`config.mk`:
```
export PLATFORM = sky130hd
export DESIGN_NAME = dma_copy_engine_flat
export DESIGN_NICKNAME = d
export VERILOG_FILES = /design/src/rtl/dma_copy_engine_pkg.sv /design/src/rtl/dma_copy_engine_if.sv /design/src/rtl/dma_copy_engine_regfile.sv /design/src/rtl/dma_copy_engine.sv /design/src/flat_wrapper.sv
export SDC_FILE = /design/constraint.sdc
export NUM_CORES = 1
export LEC_CHECK = 0
export CAP_MARGIN = 15
export CORE_ASPECT_RATIO = 0.8
export CORE_MARGIN = 2
export CORE_UTILIZATION = 47
export CTS_CLUSTER_DIAMETER = 150
export DETAILED_ROUTE_END_ITERATION = 7
export HOLD_SLACK_MARGIN = 0.12
export PLACE_DENSITY = 0.7
export SLEW_MARGIN = 25
export SYNTH_ARGS = -nofsm -noshare
export SYNTH_HDL_FRONTEND = slang
export SYNTH_HIERARCHICAL = 1
export SYNTH_SLANG_ARGS = --single-unit
```
`constraint.sdc`:
```
create_clock -name clk -period 2.9 [get_ports clk]
set_clock_uncertainty 0.1 [all_clocks]
set_input_delay 0.58 -clock clk [delete_from_list [all_inputs] [get_ports clk]]
set_output_delay 0.58 -clock clk [all_outputs]
set_load 0.01 [all_outputs]
```
`src/rtl/dma_copy_engine_pkg.sv`:
```
`default_nettype none
// ============================================================================
//  Module   : dma_copy_engine_pkg
//  Purpose  : Shared constants for the word-copy DMA: MMIO register offsets,
//             CTRL/STATUS bit positions and copy-FSM state encodings.
//  Ports    : none (package)
//  Revision : 1.0 - initial release
// ============================================================================
package dma_copy_engine_pkg;

  // MMIO byte offsets inside the 32-byte register window
  localparam logic [4:0] DMA_SRC    = 5'h00;
  localparam logic [4:0] DMA_DST    = 5'h04;
  localparam logic [4:0] DMA_LEN    = 5'h08;
  localparam logic [4:0] DMA_CTRL   = 5'h0C;
  localparam logic [4:0] DMA_STATUS = 5'h10;
  localparam logic [4:0] DMA_CLR    = 5'h14;

  // CTRL / STATUS bit indices
  localparam int CTRL_START  = 0;
  localparam int CTRL_IRQ_EN = 1;
  localparam int STAT_BUSY   = 0;
  localparam int STAT_DONE   = 1;
  localparam int STAT_ERR    = 2;

  // Copy FSM state encoding
  localparam int              ST_W       = 3;
  localparam logic [ST_W-1:0] ST_IDLE    = 3'd0;
  localparam logic [ST_W-1:0] ST_RD_REQ  = 3'd1;
  localparam logic [ST_W-1:0] ST_RD_WAIT = 3'd2;
  localparam logic [ST_W-1:0] ST_WR_REQ  = 3'd3;
  localparam logic [ST_W-1:0] ST_FIN     = 3'd4;

endpackage
`default_nettype wire

```
`src/rtl/dma_copy_engine_if.sv`:
```
`default_nettype none
// ============================================================================
//  Module   : dma_mmio_if / dma_mem_if
//  Purpose  : dma_mmio_if carries CPU register accesses (s_we, s_re, s_addr,
//             s_wdata in; s_rdata out of the DMA). dma_mem_if carries the DMA's
//             memory requests (m_req, m_we, m_addr, m_wdata out; m_gnt,
//             m_rvalid, m_rdata back from memory).
//             master = side that initiates, slave = side that responds.
//  Revision : 1.0 - initial release
// ============================================================================
interface dma_mmio_if #(
  parameter int DATA_W = 32
);
  logic              s_we;
  logic              s_re;
  logic [4:0]        s_addr;
  logic [DATA_W-1:0] s_wdata;
  logic [DATA_W-1:0] s_rdata;

  modport master (output s_we, s_re, s_addr, s_wdata, input  s_rdata);
  modport slave  (input  s_we, s_re, s_addr, s_wdata, output s_rdata);
endinterface

interface dma_mem_if #(
  parameter int ADDR_W = 32,
  parameter int DATA_W = 32
);
  logic              m_req;
  logic              m_we;
  logic [ADDR_W-1:0] m_addr;
  logic [DATA_W-1:0] m_wdata;
  logic              m_gnt;
  logic              m_rvalid;
  logic [DATA_W-1:0] m_rdata;

  modport master (output m_req, m_we, m_addr, m_wdata, input  m_gnt, m_rvalid, m_rdata);
  modport slave  (input  m_req, m_we, m_addr, m_wdata, output m_gnt, m_rvalid, m_rdata);
endinterface
`default_nettype wire

```
`src/rtl/dma_copy_engine_regfile.sv`:
```
`default_nettype none
// ============================================================================
//  Module   : dma_copy_engine_regfile
//  Purpose  : MMIO decode and software-visible state of the copy DMA.
//  Ports    : clk, rst_n      clock / async active-low reset
//             mmio            register access port (slave)
//             fin             copy engine finished this cycle
//             src, dst        programmed addresses
//             words           LEN in words (LEN[1:0] dropped)
//             start_ok        accepted START that needs bus traffic
//             busy/done/irq_en status and interrupt enable
//  Revision : 1.0 - initial release
// ============================================================================
module dma_copy_engine_regfile
  import dma_copy_engine_pkg::*;
#(
  parameter int ADDR_W = 32,
  parameter int DATA_W = 32,
  parameter int LEN_W  = 16
) (
  input  logic              clk,
  input  logic              rst_n,
  dma_mmio_if.slave         mmio,
  input  logic              fin,
  output logic [ADDR_W-1:0] src,
  output logic [ADDR_W-1:0] dst,
  output logic [LEN_W-3:0]  words,
  output logic              start_ok,
  output logic              busy,
  output logic              done,
  output logic              irq_en
);

  logic [ADDR_W-1:0] src_q, src_d, dst_q, dst_d;
  logic [LEN_W-1:0]  len_q, len_d;
  logic              irq_en_q, irq_en_d, busy_q, busy_d, done_q, done_d, err_q, err_d;
  logic              wr_src, wr_dst, wr_len, wr_ctrl, wr_clr;
  logic              start_req, misaligned, zero_len;
  logic              unused_re;

  // Reads are side-effect free, so the read strobe carries no information.
  assign unused_re = mmio.s_re;

  assign wr_src  = mmio.s_we && (mmio.s_addr == DMA_SRC);
  assign wr_dst  = mmio.s_we && (mmio.s_addr == DMA_DST);
  assign wr_len  = mmio.s_we && (mmio.s_addr == DMA_LEN);
  assign wr_ctrl = mmio.s_we && (mmio.s_addr == DMA_CTRL);
  assign wr_clr  = mmio.s_we && (mmio.s_addr == DMA_CLR);

  assign words      = len_q[LEN_W-1:2];
  assign misaligned = (src_q[1:0] != 2'b00) || (dst_q[1:0] != 2'b00);
  assign zero_len   = (words == '0);
  assign start_req  = wr_ctrl && mmio.s_wdata[CTRL_START] && !busy_q;
  assign start_ok   = start_req && !misaligned && !zero_len;

  always_comb begin
    src_d    = src_q;
    dst_d    = dst_q;
    len_d    = len_q;
    irq_en_d = irq_en_q;
    busy_d   = busy_q;
    done_d   = done_q;
    err_d    = err_q;
    if (!busy_q) begin
      if (wr_src) src_d = mmio.s_wdata[ADDR_W-1:0];
      if (wr_dst) dst_d = mmio.s_wdata[ADDR_W-1:0];
      if (wr_len) len_d = mmio.s_wdata[LEN_W-1:0];
    end
    if (wr_ctrl) irq_en_d = mmio.s_wdata[CTRL_IRQ_EN];
    // While busy DONE is already 0, so CLR can only scrub a stale ERR.
    if (wr_clr) begin
      err_d = 1'b0;
      if (!busy_q) done_d = 1'b0;
    end
    if (start_req) begin
      if (misaligned) begin
        err_d  = 1'b1;
        done_d = 1'b1;
      end else if (zero_len) begin
        done_d = 1'b1;
      end else begin
        busy_d = 1'b1;
        done_d = 1'b0;
        err_d  = 1'b0;
      end
    end
    // Completion is applied last so it beats a coincident CLR.
    if (fin) begin
      busy_d = 1'b0;
      done_d = 1'b1;
    end
  end

  always_ff @(posedge clk or negedge rst_n) begin
    if (!rst_n) begin
      src_q    <= '0;
      dst_q    <= '0;
      len_q    <= '0;
      irq_en_q <= 1'b0;
      busy_q   <= 1'b0;
      done_q   <= 1'b0;
      err_q    <= 1'b0;
    end else begin
      src_q    <= src_d;
      dst_q    <= dst_d;
      len_q    <= len_d;
      irq_en_q <= irq_en_d;
      busy_q   <= busy_d;
      done_q   <= done_d;
      err_q    <= err_d;
    end
  end

  always_comb begin
    mmio.s_rdata = '0;
    case (mmio.s_addr)
      DMA_SRC:    mmio.s_rdata = DATA_W'(src_q);
      DMA_DST:    mmio.s_rdata = DATA_W'(dst_q);
      DMA_LEN:    mmio.s_rdata = DATA_W'(len_q);
      DMA_CTRL:   mmio.s_rdata[CTRL_IRQ_EN] = irq_en_q;
      DMA_STATUS: begin
        mmio.s_rdata[STAT_BUSY] = busy_q;
        mmio.s_rdata[STAT_DONE] = done_q;
        mmio.s_rdata[STAT_ERR]  = err_q;
      end
      default:    mmio.s_rdata = '0;
    endcase
  end

  assign src    = src_q;
  assign dst    = dst_q;
  assign busy   = busy_q;
  assign done   = done_q;
  assign irq_en = irq_en_q;

endmodule
`default_nettype wire

```
`src/rtl/dma_copy_engine.sv`:
```
`default_nettype none
// ============================================================================
//  Module   : dma_copy_engine
//  Purpose  : Memory-to-memory word-copy DMA. One word in flight: read the
//             source word, write it to the destination, advance, repeat.
//  Ports    : clk, rst_n  clock / async active-low reset
//             mmio        CPU register port (slave)
//             mem         memory request port (master)
//             irq         level interrupt = DONE & IRQ_EN
//  Revision : 1.0 - initial release
// ============================================================================
module dma_copy_engine
  import dma_copy_engine_pkg::*;
#(
  parameter int ADDR_W = 32,
  parameter int DATA_W = 32,
  parameter int LEN_W  = 16
) (
  input  logic       clk,
  input  logic       rst_n,
  dma_mmio_if.slave  mmio,
  dma_mem_if.master  mem,
  output logic       irq
);

  localparam int RW = LEN_W - 2;

  logic [ADDR_W-1:0] src, dst;
  logic [RW-1:0]     words;
  logic              start_ok, busy, done, irq_en, fin;

  logic [ST_W-1:0]   state_q, state_d;
  logic [ADDR_W-1:0] cur_src_q, cur_src_d, cur_dst_q, cur_dst_d;
  logic [RW-1:0]     remaining_q, remaining_d;
  logic              m_req_q, m_req_d, m_we_q, m_we_d;
  logic [ADDR_W-1:0] m_addr_q, m_addr_d;
  logic [DATA_W-1:0] m_wdata_q, m_wdata_d;

  dma_copy_engine_regfile #(
    .ADDR_W (ADDR_W),
    .DATA_W (DATA_W),
    .LEN_W  (LEN_W)
  ) u_regfile (
    .clk      (clk),
    .rst_n    (rst_n),
    .mmio     (mmio),
    .fin      (fin),
    .src      (src),
    .dst      (dst),
    .words    (words),
    .start_ok (start_ok),
    .busy     (busy),
    .done     (done),
    .irq_en   (irq_en)
  );

  assign fin = (state_q == ST_FIN);
  assign irq = done && irq_en;

  // Request outputs are registered and only change on a grant (or on entry
  // to a request state), so they hold steady while memory stalls.
  always_comb begin
    state_d     = state_q;
    cur_src_d   = cur_src_q;
    cur_dst_d   = cur_dst_q;
    remaining_d = remaining_q;
    m_req_d     = m_req_q;
    m_we_d      = m_we_q;
    m_addr_d    = m_addr_q;
    m_wdata_d   = m_wdata_q;
    case (state_q)
      ST_IDLE: begin
        if (start_ok) begin
          cur_src_d   = src;
          cur_dst_d   = dst;
          remaining_d = words;
          m_req_d     = 1'b1;
          m_we_d      = 1'b0;
          m_addr_d    = src;
          state_d     = ST_RD_REQ;
        end
      end
      ST_RD_REQ: begin
        if (mem.m_gnt) begin
          m_req_d = 1'b0;
          state_d = ST_RD_WAIT;
        end
      end
      ST_RD_WAIT: begin
        if (mem.m_rvalid) begin
          m_wdata_d = mem.m_rdata;
          m_req_d   = 1'b1;
          m_we_d    = 1'b1;
          m_addr_d  = cur_dst_q;
          state_d   = ST_WR_REQ;
        end
      end
      ST_WR_REQ: begin
        if (mem.m_gnt) begin
          cur_src_d   = cur_src_q + ADDR_W'(4);
          cur_dst_d   = cur_dst_q + ADDR_W'(4);
          remaining_d = remaining_q - RW'(1);
          m_we_d      = 1'b0;
          if (remaining_q == RW'(1)) begin
            m_req_d = 1'b0;
            state_d = ST_FIN;
          end else begin
            m_req_d  = 1'b1;
            m_addr_d = cur_src_q + ADDR_W'(4);
            state_d  = ST_RD_REQ;
          end
        end
      end
      ST_FIN:  state_d = ST_IDLE;
      default: state_d = ST_IDLE;
    endcase
  end

  always_ff @(posedge clk or negedge rst_n) begin
    if (!rst_n) begin
      state_q     <= ST_IDLE;
      cur_src_q   <= '0;
      cur_dst_q   <= '0;
      remaining_q <= '0;
      m_req_q     <= 1'b0;
      m_we_q      <= 1'b0;
      m_addr_q    <= '0;
      m_wdata_q   <= '0;
    end else begin
      state_q     <= state_d;
      cur_src_q   <= cur_src_d;
      cur_dst_q   <= cur_dst_d;
      remaining_q <= remaining_d;
      m_req_q     <= m_req_d;
      m_we_q      <= m_we_d;
      m_addr_q    <= m_addr_d;
      m_wdata_q   <= m_wdata_d;
    end
  end

  assign mem.m_req   = m_req_q;
  assign mem.m_we    = m_we_q;
  assign mem.m_addr  = m_addr_q;
  assign mem.m_wdata = m_wdata_q;

endmodule
`default_nettype wire

```
`src/flat_wrapper.sv`:
```
// flat-port wrapper written by rule: the top's interface ports become plain ports
module dma_copy_engine_flat import dma_copy_engine_pkg::*;
#(
  parameter int ADDR_W = 32,
  parameter int DATA_W = 32,
  parameter int LEN_W  = 16
)
  (clk, rst_n, irq, mmio_s_we, mmio_s_re, mmio_s_addr, mmio_s_wdata, mmio_s_rdata, mem_m_req, mem_m_we, mem_m_addr, mem_m_wdata, mem_m_gnt, mem_m_rvalid, mem_m_rdata);
  dma_mmio_if #(.DATA_W(DATA_W)) mmio_i ();
  dma_mem_if #(.ADDR_W(ADDR_W), .DATA_W(DATA_W)) mem_i ();
  input  logic clk;
  input  logic rst_n;
  output logic irq;
  input wire logic [$bits(mmio_i.s_we)-1:0] mmio_s_we;
  input wire logic [$bits(mmio_i.s_re)-1:0] mmio_s_re;
  input wire logic [$bits(mmio_i.s_addr)-1:0] mmio_s_addr;
  input wire logic [$bits(mmio_i.s_wdata)-1:0] mmio_s_wdata;
  output wire logic [$bits(mmio_i.s_rdata)-1:0] mmio_s_rdata;
  output wire logic [$bits(mem_i.m_req)-1:0] mem_m_req;
  output wire logic [$bits(mem_i.m_we)-1:0] mem_m_we;
  output wire logic [$bits(mem_i.m_addr)-1:0] mem_m_addr;
  output wire logic [$bits(mem_i.m_wdata)-1:0] mem_m_wdata;
  input wire logic [$bits(mem_i.m_gnt)-1:0] mem_m_gnt;
  input wire logic [$bits(mem_i.m_rvalid)-1:0] mem_m_rvalid;
  input wire logic [$bits(mem_i.m_rdata)-1:0] mem_m_rdata;
  assign mmio_i.s_we = mmio_s_we;
  assign mmio_i.s_re = mmio_s_re;
  assign mmio_i.s_addr = mmio_s_addr;
  assign mmio_i.s_wdata = mmio_s_wdata;
  assign mmio_s_rdata = mmio_i.s_rdata;
  assign mem_m_req = mem_i.m_req;
  assign mem_m_we = mem_i.m_we;
  assign mem_m_addr = mem_i.m_addr;
  assign mem_m_wdata = mem_i.m_wdata;
  assign mem_i.m_gnt = mem_m_gnt;
  assign mem_i.m_rvalid = mem_m_rvalid;
  assign mem_i.m_rdata = mem_m_rdata;
  dma_copy_engine #(.ADDR_W(ADDR_W), .DATA_W(DATA_W), .LEN_W(LEN_W)) u_core (.clk(clk), .rst_n(rst_n), .mmio(mmio_i), .mem(mem_i), .irq(irq));
endmodule
```
==> impl_metrics.ini <==
[synth]
synthAdderAreaFrac_pct = 0.410
synth_seq_cells = 231
post_synth_inst_count = 1246
muxShareOfSynthArea_pct = 11.1
yosys-top-cells-area = sky130_fd_sc_hd__dfrtp_1 47%, sky130_fd_sc_hd__mux2_2 10%, sky130_fd_sc_hd__a21oi_1 4.3%
synth_top_flop_cell = sky130_fd_sc_hd__dfrtp_1
yosys.area.top_type = sky130_fd_sc_hd__dfrtp_1
post_synthesis_compound_gate_area_fraction_pct = 19.1
main_combinational_cell_family_by_area_after_synthesis = compound AO/OA/AOI/OAI gates
synth_cell_types = 75
async_set_or_reset_register_ratio_after_synthesis_pct = 100
yosysSeqAreaShare_pct = 47.4
synthSimpleGateAreaFrac_pct = 16.4
synth_edf_count = 0
synth_fp_nets = 1325
synth-warning-count = 6
synth_top_cell_area_share_pct = 47.4
postSynthAreaPerCell_um2 = 9.79
synth-xor-area-share_pct = 1.22
syn_area_um2 = 12200

[drt]
firstDrtPassIters = 5
route.detailed.drc = 0
post_drt_via_cell_ratio = 6.11
drt_wl_total_um = 38400
final_antenna_net_count = 0
wl_per_cell_um = 21.7
route.vias.total = 10800
dr.first_iter.drc_count = 1045

[floorplan]
boundaryPins = 174
die_height_um = 148
dieArea_um2 = 27300
core_region_area_um2 = 25400
floorplan.rows = 52
die_width_um = 184
start_util_pct = 48.1

[finish]
mostFrequentLayoutCell = sky130_fd_sc_hd__dfrtp_1
area.sequential_um2 = 5780
fillerInstances = 2118
finish.net_count = 1506
syn_to_final_growth_pct = 28.1
layout-drive-gt1-share_pct = 21.3
insertedDiodeCount = 0
mostFrequentLayoutCells = 231 x sky130_fd_sc_hd__dfrtp_1, 136 x sky130_fd_sc_hd__nand2_1, 134 x sky130_fd_sc_hd__clkdlybuf4s50_1, 113 x sky130_fd_sc_hd__mux2_2, 103 x sky130_fd_sc_hd__a21oi_1
postLayoutCellArea_um2 = 15600
layout.core_utilization_pct = 61.6
area_of_the_multi_input_gates_um2 = 5980

[min_path]
min_path_type = flop to flop
hold_path_startpoint = u_core/cur_src_q[1]

[critical_path]
endpoint_kind = output pin
path_delay_family = simple AND/OR/NAND/NOR gates
source_of_the_critical_timing_path = mmio_s_addr[4]
critical_path_max_stage_delay_ns = 0.58
cpMaxStageDelayCell = sky130_fd_sc_hd__or4b_4
crit_arrival_ns = 2.16
timing.critical_path.fanout_max = 8
setup.worst_path.start_class = input pin
rr_startpoint = u_core/u_regfile/len_q[5]
worst-path-buf-inv = 3
path_cells = dlygate4sd2_1 -> or4b_4 -> nor2_4 -> buf_12 -> a22oi_1 -> nand3_1 -> buf_2
cp.required_ns = 2.22
critical_path_class = input pin to output pin

[clock_tree]
ctsHtreeMaxLevel = 1
clkLatencyLatePin_ns = 0.53
cts_tree = built
ctsRootBufferMaster = sky130_fd_sc_hd__clkbuf_16
cts.sink_count = 231
numCtsBuffers = 25
cts-root-to-sink-buffers = 3
path_clk_slew_ns = 0.06

[timing]
rsz0062_at_grt = false
minimum_hold_slack_ns = 0.372
timing_worst_slew_pin_value_ns = 0.691
pins_over_their_slew_limit = 0
timing.final.setup_violations = 0
max_freq_mhz = 352
final.setup.worst_slack_ns = 0.0595
final_hold_viols = 0
final_min_period_over_clock_period_pct = 97.9
timing.max_slew.rel_slack_pct = 53.9
min_clock_period_post_route_ns = 2.84

[grt]
grt_start_max_net_pins = 150
grt_first_pass_wirelength_um = 60000
first_global_vias = 10400
grt_antenna_before_repair = 0
grt.overflow.total = 0
groute.usage.overall_pct = 28.3

[pwr]
pwr_density_cell_nw_per_um2 = 996
total_power_mw = 15.6
worst_ir_drop_vdd_mv = 0.629
static_power_due_to_leakage_nw = 6.52

[run]
max_cap_viol_count = 0

[place]
pre_cts_setup_slack_ns = -0.612
placement.io_buffers = 172
place_congestion = 0.935
dpl-instance-area_um2 = 14700
detailedPlacementHpwl_um = 27200

[status]
outcome = complete, no violations
==> cells by family (layout without fill, tap and decap cells) <==
| family | after synthesis | count (layout) |
|---|---|---|
| XOR/XNOR | 17 | 17 |
| adder cells (fa/ha/maj) | 4 | 4 |
| flip-flops | 231 | 231 |
| AO/OA/AOI/OAI | 358 | 358 |
| multiplexers | 121 | 121 |
| AND/OR/NAND/NOR | 398 | 398 |
| buffers and inverters | 117 | 317 |
==> cells in the mapped netlist (all sizes together), types with 13 or more instances <==
cell	count
o21ai	79
mux2	113
nand4	18
clkbuf	66
a31oi	22
nand2	138
o22a	21
and3	20
dfrtp	231
a22oi	18
a21oi	104
o22ai	13
nor2	76
a22o	20
nor4	20
nand3	40
buf	39
or3	22
nor3	29
==> flip-flops by register name (all words and copies together) (netlist names), 3 cells and up <==
register / cells
u_core/u_regfile/len_q: 16
u_core/mem.m_wdata: 32
u_core/cur_dst_q: 32
u_core/remaining_q: 14
u_core/u_regfile/dst: 32
u_core/cur_src_q: 32
u_core/u_regfile/src: 32
u_core/mem.m_addr: 32
u_core/state_q: 3
==> worst paths after layout <==
path,endpoint,slack [ns],depth (start not counted)
setup / recovery,mmio_s_rdata[1],0.06,7
hold / removal,u_core/cur_src_q[1],0.37,2
setup reg to reg,u_core/mem.m_addr[23],0.13,9
hold reg to reg,u_core/cur_src_q[1],0.37,2
max in group asynchronous,u_core/mem.m_addr[7],1.44,3
min in group asynchronous,u_core/mem.m_addr[5],0.51,2
==> worst register-to-register path: cells and delay by family (launching register included) <==
| family | cells | cell delay, ns |
|---|---|---|
| AO/OA/AOI/OAI | 3 | 0.67 |
| buffers and inverters | 1 | 0.20 |
| flip-flops | 1 | 0.43 |
| multiplexers | 1 | 0.20 |
| AND/OR/NAND/NOR | 4 | 1.05 |
==> timing repair <==
action / in CTS / in global routing
hold buffers: 1 / 0
buffers inserted: 2 / 1
resized for setup: 130 / 6
pin swaps: 12 / 2
endpoints found under the hold margin: 63 / 0
cloned: 3 / 0
endpoints found under the setup margin: 60 / 17
==> power by group <==
part | internal (mW) | leakage (nW) | switching, mW
clock network | 1.78 | 0.395 | 1.33
registers | 4.45 | 2.86 | 1.39
logic | 3.22 | 3.27 | 3.40
total | 9.45 | 6.52 | 6.11
==> routing by layer <==
metal | up-vias | track usage, % | wire length [µm]
met1 | 5261 | 45.1 | 18000
li1 | 4975 | - | -
met2 | 554 | 38.0 | 15300
met5 | - | 0 | 0
met3 | 33 | 8.30 | 4550
met4 | 0 | 4.80 | 469
==> metrics by stage <==
stage          instances  TNS, ns
2_1_floorplan       1246        0
3_3_place_gp        1717   -63.52
3_5_place_dp        1717   -68.55
4_1_cts             1769        0
5_1_grt             1770        0
6_report            1770        0
==> layout make-up <==
cell class	count	share of cell area, %
clock buffer	40	4.81
clock inverter	6	0.288
inverter	12	0.288
multi-input combinational	898	38.3
sequential	231	37.0
tap	324	2.59
timing repair buffer	259	16.8
(Power assumes the default switching activity.)
